File: config.mk
export PLATFORM = sky130hd
export DESIGN_NAME = smbus_responder
export DESIGN_NICKNAME = d
export VERILOG_FILES = /design/src/rtl/smbus_responder.sv
export SDC_FILE = /design/constraint.sdc
export NUM_CORES = 1
export LEC_CHECK = 0
export CAP_MARGIN = 20
export CORE_MARGIN = 2
export CORE_UTILIZATION = 63
export DETAILED_ROUTE_END_ITERATION = 12
export PLACE_DENSITY_LB_ADDON = 0.2
export SLEW_MARGIN = 20
export SYNTH_ARGS = -nofsm -noshare
export SYNTH_HDL_FRONTEND = slang
export SYNTH_SLANG_ARGS = --single-unit
File: constraint.sdc
create_clock -name ap_clk -period 2.9 [get_ports ap_clk]
set_clock_uncertainty 0.15 [all_clocks]
set_input_delay 0.58 -clock ap_clk [delete_from_list [all_inputs] [get_ports ap_clk]]
set_output_delay 0.58 -clock ap_clk [all_outputs]
set_load 0.1 [all_outputs]
File: src/rtl/smbus_responder.sv
// rtl/smbus_responder.sv - SMBus/I2C target with oversampled bus inputs and a 32x8 register file
module smbus_responder #(
  parameter logic [6:0] DEV_ADDR = 7'h48,
  parameter int         FILT     = 3
) (
  input  logic       ap_clk,
  input  logic       ap_rst_n,
  input  logic       smb_scl,
  input  logic       smb_sda_in,
  output logic       smb_sda_oe,
  input  logic [4:0] loc_addr,
  output logic [7:0] loc_rd_data,
  output logic       wr_strobe,
  output logic [4:0] wr_addr,
  output logic [7:0] wr_data,
  output logic       busy
);

  localparam logic [2:0] FILT_C = 3'(FILT);

  typedef enum logic [3:0] {
    S_IDLE, S_ADDR, S_ACK_A, S_PTR, S_ACK_P, S_WDATA, S_ACK_W, S_RDATA, S_RACK
  } state_t;

  logic [1:0] scl_s_q, sda_s_q;
  logic       scl_f_q, scl_f_d, sda_f_q, sda_f_d;
  logic [2:0] scl_cnt_q, scl_cnt_d, sda_cnt_q, sda_cnt_d;
  logic       scl_p_q, sda_p_q;

  state_t     state_q, state_d;
  logic [3:0] bitcnt_q, bitcnt_d;
  logic [7:0] shift_q, shift_d;
  logic       rw_q, rw_d;
  logic [4:0] ptr_q, ptr_d;
  logic       oe_q, oe_d;
  logic       busy_q, busy_d;
  logic       wr_strobe_q, wr_strobe_d;
  logic [4:0] wr_addr_q, wr_addr_d;
  logic [7:0] wr_data_q, wr_data_d;
  logic       reg_we;
  logic [7:0] regs_q [32];
  logic [7:0] loc_rd_q;

  logic scl_rise, scl_fall, start_c, stop_c;
  logic [7:0] rd_byte;

  assign scl_rise = scl_f_q & ~scl_p_q;
  assign scl_fall = ~scl_f_q & scl_p_q;
  assign start_c  = scl_f_q & sda_p_q & ~sda_f_q;
  assign stop_c   = scl_f_q & ~sda_p_q & sda_f_q;
  assign rd_byte  = regs_q[ptr_q];

  assign smb_sda_oe  = oe_q;
  assign loc_rd_data = loc_rd_q;
  assign wr_strobe   = wr_strobe_q;
  assign wr_addr     = wr_addr_q;
  assign wr_data     = wr_data_q;
  assign busy        = busy_q;

  // Two-flop synchronizers, preset to the idle-bus level
  always_ff @(posedge ap_clk or negedge ap_rst_n) begin
    if (!ap_rst_n) begin
      scl_s_q <= 2'b11;
      sda_s_q <= 2'b11;
    end else begin
      scl_s_q <= {scl_s_q[0], smb_scl};
      sda_s_q <= {sda_s_q[0], smb_sda_in};
    end
  end

  // Glitch filter: a level change needs FILT consecutive differing samples
  always_comb begin
    scl_cnt_d = '0;
    scl_f_d   = scl_f_q;
    sda_cnt_d = '0;
    sda_f_d   = sda_f_q;
    if (scl_s_q[1] != scl_f_q) begin
      if (scl_cnt_q + 3'd1 == FILT_C) scl_f_d = scl_s_q[1];
      else scl_cnt_d = scl_cnt_q + 3'd1;
    end
    if (sda_s_q[1] != sda_f_q) begin
      if (sda_cnt_q + 3'd1 == FILT_C) sda_f_d = sda_s_q[1];
      else sda_cnt_d = sda_cnt_q + 3'd1;
    end
  end

  // Filtered levels and their previous values for edge detection
  always_ff @(posedge ap_clk or negedge ap_rst_n) begin
    if (!ap_rst_n) begin
      scl_f_q   <= 1'b1;
      sda_f_q   <= 1'b1;
      scl_p_q   <= 1'b1;
      sda_p_q   <= 1'b1;
      scl_cnt_q <= '0;
      sda_cnt_q <= '0;
    end else begin
      scl_f_q   <= scl_f_d;
      sda_f_q   <= sda_f_d;
      scl_p_q   <= scl_f_q;
      sda_p_q   <= sda_f_q;
      scl_cnt_q <= scl_cnt_d;
      sda_cnt_q <= sda_cnt_d;
    end
  end

  // Protocol FSM: bits sampled on SCL rise, SDA drive changed only on SCL fall
  always_comb begin
    state_d     = state_q;
    bitcnt_d    = bitcnt_q;
    shift_d     = shift_q;
    rw_d        = rw_q;
    ptr_d       = ptr_q;
    oe_d        = oe_q;
    busy_d      = busy_q;
    wr_strobe_d = 1'b0;
    wr_addr_d   = wr_addr_q;
    wr_data_d   = wr_data_q;
    reg_we      = 1'b0;
    if (start_c) begin
      state_d  = S_ADDR;
      bitcnt_d = '0;
      oe_d     = 1'b0;
      busy_d   = 1'b0;
    end else if (stop_c) begin
      state_d  = S_IDLE;
      bitcnt_d = '0;
      oe_d     = 1'b0;
      busy_d   = 1'b0;
    end else begin
      case (state_q)
        S_ADDR, S_PTR, S_WDATA: begin
          if (scl_rise) begin
            shift_d  = {shift_q[6:0], sda_f_q};
            bitcnt_d = bitcnt_q + 4'd1;
          end else if (scl_fall && bitcnt_q == 4'd8) begin
            bitcnt_d = '0;
            if (state_q == S_ADDR) begin
              if (shift_q[7:1] == DEV_ADDR) begin
                state_d = S_ACK_A;
                rw_d    = shift_q[0];
                oe_d    = 1'b1;
                busy_d  = 1'b1;
              end else begin
                state_d = S_IDLE;
              end
            end else if (state_q == S_PTR) begin
              ptr_d   = shift_q[4:0];
              state_d = S_ACK_P;
              oe_d    = 1'b1;
            end else begin
              reg_we      = 1'b1;
              wr_strobe_d = 1'b1;
              wr_addr_d   = ptr_q;
              wr_data_d   = shift_q;
              ptr_d       = ptr_q + 5'd1;
              state_d     = S_ACK_W;
              oe_d        = 1'b1;
            end
          end
        end
        S_ACK_A: begin
          if (scl_fall) begin
            bitcnt_d = '0;
            if (rw_q) begin
              state_d = S_RDATA;
              shift_d = rd_byte;
              oe_d    = ~rd_byte[7];
            end else begin
              state_d = S_PTR;
              oe_d    = 1'b0;
            end
          end
        end
        S_ACK_P, S_ACK_W: begin
          if (scl_fall) begin
            state_d  = S_WDATA;
            bitcnt_d = '0;
            oe_d     = 1'b0;
          end
        end
        S_RDATA: begin
          if (scl_rise) begin
            bitcnt_d = bitcnt_q + 4'd1;
          end else if (scl_fall) begin
            if (bitcnt_q == 4'd8) begin
              state_d  = S_RACK;
              bitcnt_d = '0;
              oe_d     = 1'b0;
              ptr_d    = ptr_q + 5'd1;
            end else begin
              oe_d    = ~shift_q[6];
              shift_d = {shift_q[6:0], 1'b0};
            end
          end
        end
        S_RACK: begin
          // bitcnt marks that the initiator acknowledged; NACK ends the transfer at once
          if (scl_rise) begin
            if (sda_f_q) begin
              state_d = S_IDLE;
              busy_d  = 1'b0;
            end else begin
              bitcnt_d = 4'd1;
            end
          end else if (scl_fall && bitcnt_q == 4'd1) begin
            state_d  = S_RDATA;
            bitcnt_d = '0;
            shift_d  = rd_byte;
            oe_d     = ~rd_byte[7];
          end
        end
        default: ;
      endcase
    end
  end

  // FSM state and output registers
  always_ff @(posedge ap_clk or negedge ap_rst_n) begin
    if (!ap_rst_n) begin
      state_q     <= S_IDLE;
      bitcnt_q    <= '0;
      shift_q     <= '0;
      rw_q        <= 1'b0;
      ptr_q       <= '0;
      oe_q        <= 1'b0;
      busy_q      <= 1'b0;
      wr_strobe_q <= 1'b0;
      wr_addr_q   <= '0;
      wr_data_q   <= '0;
    end else begin
      state_q     <= state_d;
      bitcnt_q    <= bitcnt_d;
      shift_q     <= shift_d;
      rw_q        <= rw_d;
      ptr_q       <= ptr_d;
      oe_q        <= oe_d;
      busy_q      <= busy_d;
      wr_strobe_q <= wr_strobe_d;
      wr_addr_q   <= wr_addr_d;
      wr_data_q   <= wr_data_d;
    end
  end

  // Register file with registered local read (old data on a same-cycle write)
  always_ff @(posedge ap_clk or negedge ap_rst_n) begin
    if (!ap_rst_n) begin
      for (int i = 0; i < 32; i++) regs_q[i] <= '0;
      loc_rd_q <= '0;
    end else begin
      if (reg_we) regs_q[ptr_q] <= shift_q;
      loc_rd_q <= regs_q[loc_addr];
    end
  end

endmodule

# Word level (Yosys, flattened, before mapping)
# Cells that the tools add are included.
# totals
register_bits	316
in_bits	9
out_inout_bits	24
elab_cells	235
# op_classes
addsub	4
n_lt_le_gt_ge	3
eq_ne	48
n_mux	89
n_bitwise	19
n_reduce_logical	21
# ops
cell	count
$bwmux W256	1
$mux W8	13
$mux W4	24
$bmux W8 S5	2
$ne A4 B4 Y1 const B	13
$demux W8 S5	1
$mux W5	7
$ne A5 B5 Y1 const B	7
$pmux W8 S4	1
$mux W1	28
$reduce_and A7 Y1	4
$ne A2 B2 Y1 const B	12
$pmux W4 S5	1
$reduce_and A10 Y1	2
$eq A4 B3 Y1 const B	4
$pmux W4 S4	1
$mux W3	5
$ge A6 B6 Y1 const B	2
$not A5 Y6	2
$not A1 Y1	11
$reduce_and A11 Y1	1
$pmux W5 S2	1
$reduce_and A9 Y1	1
$eq A4 B1 Y1 const B	2
other kinds (22)	38

# Depth between registers and ports, before layout
# Gate-level depths: netlist (run 1).
# depth
ltp_word	10
mapped_depth	11
mapped_depth_nobuf	8

# Worst setup path after synthesis (run 1)
# No wires, ideal clock.
# synth_timing
path_type	reg-to-reg
from	reg scl_f_q
to	reg regs_q[128] in the netlist's numbering
setup_time_ps	125
arrival_time_ps	2362
t_required_ps	2625
slack_ps	263
stages_incl_launch_ff	12
n_path_buf	3
period_less_slack_ps	2637
cell_sequence	dfstp_2 > clkbuf_1 > inv_1 > ha_1 > nand2b_1 > a211oi_2 > and4b_1 > buf_6 > and2_4 > buf_12 > nand2_8 > mux2_2
# synth_between
elab_chain_len	8
elab_cells_between_ends	13
cone_classes	mux: 5; bitwise: 7; reduce/logical: 1
# synth_rtl
element	line	rtl
start, declared	26	logic scl_f_q, scl_f_d, sda_f_q, sda_f_d;
start signal, assigned	97	scl_f_q <= scl_f_d;
$not A1 Y1	48	assign scl_fall = ~scl_f_q & scl_p_q;
$and A1 B1 Y1	48	
$logic_and A1 B1 Y1	135	end else if (scl_fall && bitcnt_q == 4'd8) begin
$mux W1	135	
$mux W1	132	if (scl_rise) begin
$mux W1	130	case (state_q)
$mux W1	124	end else if (stop_c) begin
$mux W1 *	119	if (start_c) begin
end signal, assigned by index	250	if (reg_we) regs_q[ptr_q] <= shift_q;
end, declared	41	logic [7:0] regs_q [32];
# Every way passes the cells marked *; elsewhere a longest branch is shown, timed or not.
# A chain may end at the register's enable or synchronous reset.

# Worst setup path after layout (run 1)
# layout_timing
from	reg ptr_q[0]
to	reg shift_q[1]
# layout_between
elab_chain_len	7
elab_cells_between_ends	9
cone_classes	mux: 8; bitwise: 1
# layout_rtl
element	line	rtl
start, declared	34	logic [4:0] ptr_q, ptr_d;
start signal, assigned	235	ptr_q <= ptr_d;
$not A5 Y6 (not written as such) *	51	assign rd_byte = regs_q[ptr_q];
$bmux W8 S5 *	51	
$mux W8 (not written as such) * (2 in a row)	51	
$mux W8 (on tied branches)	205, 164	
$mux W8 (on tied branches)	198, 162	
$pmux W8 S4 *	130	
end signal, assigned	233	shift_q <= shift_d;
end, declared	32	logic [7:0] shift_q, shift_d;
# Every way passes the cells marked *; elsewhere a longest branch is shown, timed or not. The select of a mux whose other input is x is not followed.

==> reports/metrics.yaml, run 1 <==
run_status:
  status: "finished, final reports clean"
synth:
  synth_top_area_share_pct: 42.7
  synth_fp_nets: 1222
  async_flop_share_pct: 100
  synthTopCellsByArea: "dfrtp_1 (43%), mux2_4 (15%), mux4_2 (14%)"
  syn_area_sq_mm: 0.0181
  synth_edf_count: 0
  synth_cells: 1200
  synth_top_area_cell: "dfrtp_1"
  synth.avg_cell_area_sq_um: 15.0
  yosysWarningCount: 0
  synth-seq-cells: 316
  synth.yosys.seq_area_share_pct: 43.8
  ys_types: 70
  synth_flop_cell: "dfrtp_1"
drt:
  wl_per_cell_um: 28.1
  wl_um: 46800
  drt-initial-drc-count: 1229
  vias_per_cell: 6.79
  drtAntennaViolNets: 0
  route.detailed.drc: 0
  firstDrtPassIters: 5
  num_vias: 11313
min_path:
  min_from: "scl_s_q[0]"
  hold_class: "reg2reg"
timing:
  max_freq_mhz: 371
  finalCritPeriodShare_pct: 93.0
  fin_setup_tns_ns: 0
  slew_headroom_pct: 53.7
  worst_pin_slew_ns: 0.694
  finalWorstSetupSlack_ns: 0.202
  hold_violations: 0
  period_needed_ns: 2.70
  drv_slew: 0
  rsz0062_at_grt: "no"
  setup_viol_count_final: 0
grt:
  grt_pass1_wl_um: 72600
  overflow: 0
  grt_max_degree: 64
  antenna_found_initial: 0
  grt_pass1_vias: 11712
  grt_util_all_layers_pct: 32.0
critical_path:
  critPathCaptureType: "flop"
  crit_required_ns: 3.22
  ff2ff_path_depth: 8
  setup.worst_path.end: "shift_q[1]"
  cp_max_fo: 21
  r2r_slack_ns: 0.20
  worst_r2r_startpoint: "ptr_q[0]"
  path_class: "reg2reg"
  cp.arrival_ns: 3.02
  critPathLaunchType: "flop"
  worstReg2RegEnd: "shift_q[1]"
  crit_start: "ptr_q[0]"
cts:
  cts_sinks: 316
  cts_resized: 0
  clock-root-buffer: "clkbuf_16"
  numCtsBuffers: 36
  cts_tree: "yes"
  clkLatencyLatePin_ns: 0.53
  cts.clk_slew.worst_paths_ns: 0.06
  postCtsSetupBuffers: 0
  htreeDepth: 2
  cts_buffer_depth: 3
power:
  netSwitchingFraction_pct: 31.1
  p_leak_nw: 9.53
  vdd_drop_max_uv: 1010
  p_switching_mw: 3.71
  clkPwrFrac_pct: 38.4
  seqPwrFrac_pct: 40.1
  intPower_mw: 8.23
  p_per_area_mw_per_mm2: 584
  design_power_total_mw: 11.9
  combPwrFrac_pct: 21.5
place:
  dp.cells: 1602
  io_buffers: 32
  placed_area_sq_mm: 0.0192
  dp_slack_ns: 0.142
  dp_hpwl_um: 31800
  gp_congestion: 0.934
finish:
  num_antenna_cells: 0
  nFillCells: 1776
  fin_nets: 1285
  drive_gt1_share_pct: 50.8
  finish.instance_area_sq_mm: 0.0204
  mostFrequentLayoutCell: "dfrtp_1"
  final_cell_mix: "dfrtp_1 (306), mux2_4 (186), mux2_2 (115), mux4_2 (112), buf_4 (100)"
  fin_cells: 1665
  area_growth_pct: 13.2
floorplan:
  start_util_pct: 64.5
  rows: 61
  die_x_um: 173
  io_pins: 33
  die_area_sq_mm: 0.0300
  core_sq_mm: 0.0280
  fp.dieH_um: 173
run:
  drv_cap: 0
## repair_timing
item                                    CTS  global route
hold buffers                              1             0
endpoints found under the setup margin    0             0
hold endpoints to repair                 48             0
## per-stage QoR
stage	util [%]	hold WS (ns)
global placement	68.7	0.196
CTS	73.0	0.207
floorplan	-	0.134
finish	73.0	0.199
global route	73.0	0.208
detailed placement	68.7	0.199
## layout make-up
class,instances,area [sq um],share of cell area [%]
Tap cell,378,473,2.31
Inverter,10,37.5,0.184
Timing Repair Buffer,128,1230,6.02
Sequential cell,316,7920,38.8
Multi-Input combinational cell,771,9600,46.9
Clock buffer,51,1070,5.23
Clock inverter,11,111,0.545
## routing by layer
| layer | share of wire, % | track usage (%) | vias to the layer above |
|---|---|---|---|
| li1 | - | - | 4681 |
| met1 | 42 | 46.5 | 6007 |
| met2 | 46 | 47.7 | 517 |
| met3 | 8.5 | 7.02 | 108 |
| met4 | 3.6 | 12.1 | 0 |
| met5 | 0 | 0 | - |
## logic make-up (layout without fill, tap and decap cells)
logic type | Yosys count | count (layout) | synth area share, %
AO/OA/AOI/OAI | 115 | 115 | 4.61
XOR/XNOR | 8 | 8 | 0.430
adder cells (fa/ha/maj) | 13 | 13 | 0.901
buffers and inverters | 113 | 200 | 3.11
flip-flops | 316 | 316 | 43.8
multiplexers | 460 | 460 | 39.2
AND/OR/NAND/NOR | 175 | 175 | 7.89
## worst min-delay path by stage
| stage | depth (start not counted) | slack [ns] | end |
|---|---|---|---|
| floorplan | 0 | 0.13 | bitcnt_q[0] |
| global placement | 0 | 0.20 | sda_s_q[1] |
| detailed placement | 0 | 0.20 | sda_s_q[1] |
| CTS | 0 | 0.21 | scl_s_q[1] |
| global route | 0 | 0.21 | scl_s_q[1] |
| finish | 0 | 0.20 | scl_s_q[1] |
## flip-flops by register name, indices dropped and copies added (netlist names)
| register | cells |
|---|---|
| bitcnt_q | 4 |
| busy | 1 |
| loc_rd_data | 8 |
| ptr_q | 5 |
| regs_q | 256 |
| rw_q | 1 |
| scl_cnt_q | 3 |
| scl_f_q | 1 |
| scl_p_q | 1 |
| scl_s_q | 2 |
| sda_cnt_q | 3 |
| sda_f_q | 1 |
| sda_p_q | 1 |
| sda_s_q | 2 |
| shift_q | 8 |
| smb_sda_oe | 1 |
| state_q | 4 |
| wr_addr | 5 |
| wr_data | 8 |
| wr_strobe | 1 |
## synthesized netlist by cell type, drive strengths merged, types with 2 or more instances
| cell | n |
|---|---|
| nand3b | 2 |
| nand2 | 66 |
| and2 | 7 |
| nand4b | 2 |
| o21ai | 12 |
| or3b | 2 |
| o2bb2ai | 2 |
| clkbuf | 50 |
| and3 | 3 |
| mux2 | 302 |
| a21oi | 17 |
| mux2i | 46 |
| buf | 53 |
| nor4 | 4 |
| dfrtp | 308 |
| and3b | 3 |
| nand3 | 14 |
| a221oi | 5 |
| o221ai | 4 |
| a22o | 12 |
| o211ai | 2 |
| a311oi | 5 |
| nor2 | 35 |
| nor2b | 8 |
| nor3 | 6 |
| a21o | 7 |
| nor3b | 3 |
| nand2b | 5 |
| xnor2 | 5 |
| o22ai | 19 |
| inv | 10 |
| a211oi | 8 |
| a222oi | 2 |
| a31oi | 4 |
| a22oi | 9 |
| o21bai | 2 |
| nand4 | 4 |
| ha | 13 |
| xor2 | 3 |
| dfstp | 8 |
| mux4 | 112 |
| or3 | 4 |
## power groups by stage
stage               registers, mW  logic (mW)  clock network [mW]
global route                 4.81        2.78                4.81
detailed placement           4.86        2.53                   0
CTS                          4.78        2.55                4.63
finish                       4.79        2.56                4.59
floorplan                    4.80        1.71                   0
global placement             4.86        2.48                   0
## worst max-delay path: stages, from the launching register on
cell and delay (ns):
dfrtp_2 0.53, buf_12 0.22, nand2b_1 0.16, or3b_2 0.57, o22ai_1 0.18, nor4_1 0.08
buf_4 0.14, a311oi_1 0.45, a21o_1 0.14
No activity file was read; power rests on OpenSTA's default activity.
==> run 2, diff against run 1 <==
--- a/config.mk
+++ b/config.mk
@@ -10,6 +10,7 @@
 export CORE_UTILIZATION = 63
 export DETAILED_ROUTE_END_ITERATION = 12
 export PLACE_DENSITY_LB_ADDON = 0.2
+export SKIP_LAST_GASP = 1
 export SLEW_MARGIN = 20
 export SYNTH_ARGS = -nofsm -noshare
 export SYNTH_HDL_FRONTEND = slang
==> results of run 2 <==
No change in the layout: final DEF, timing and power equal those of run 1.
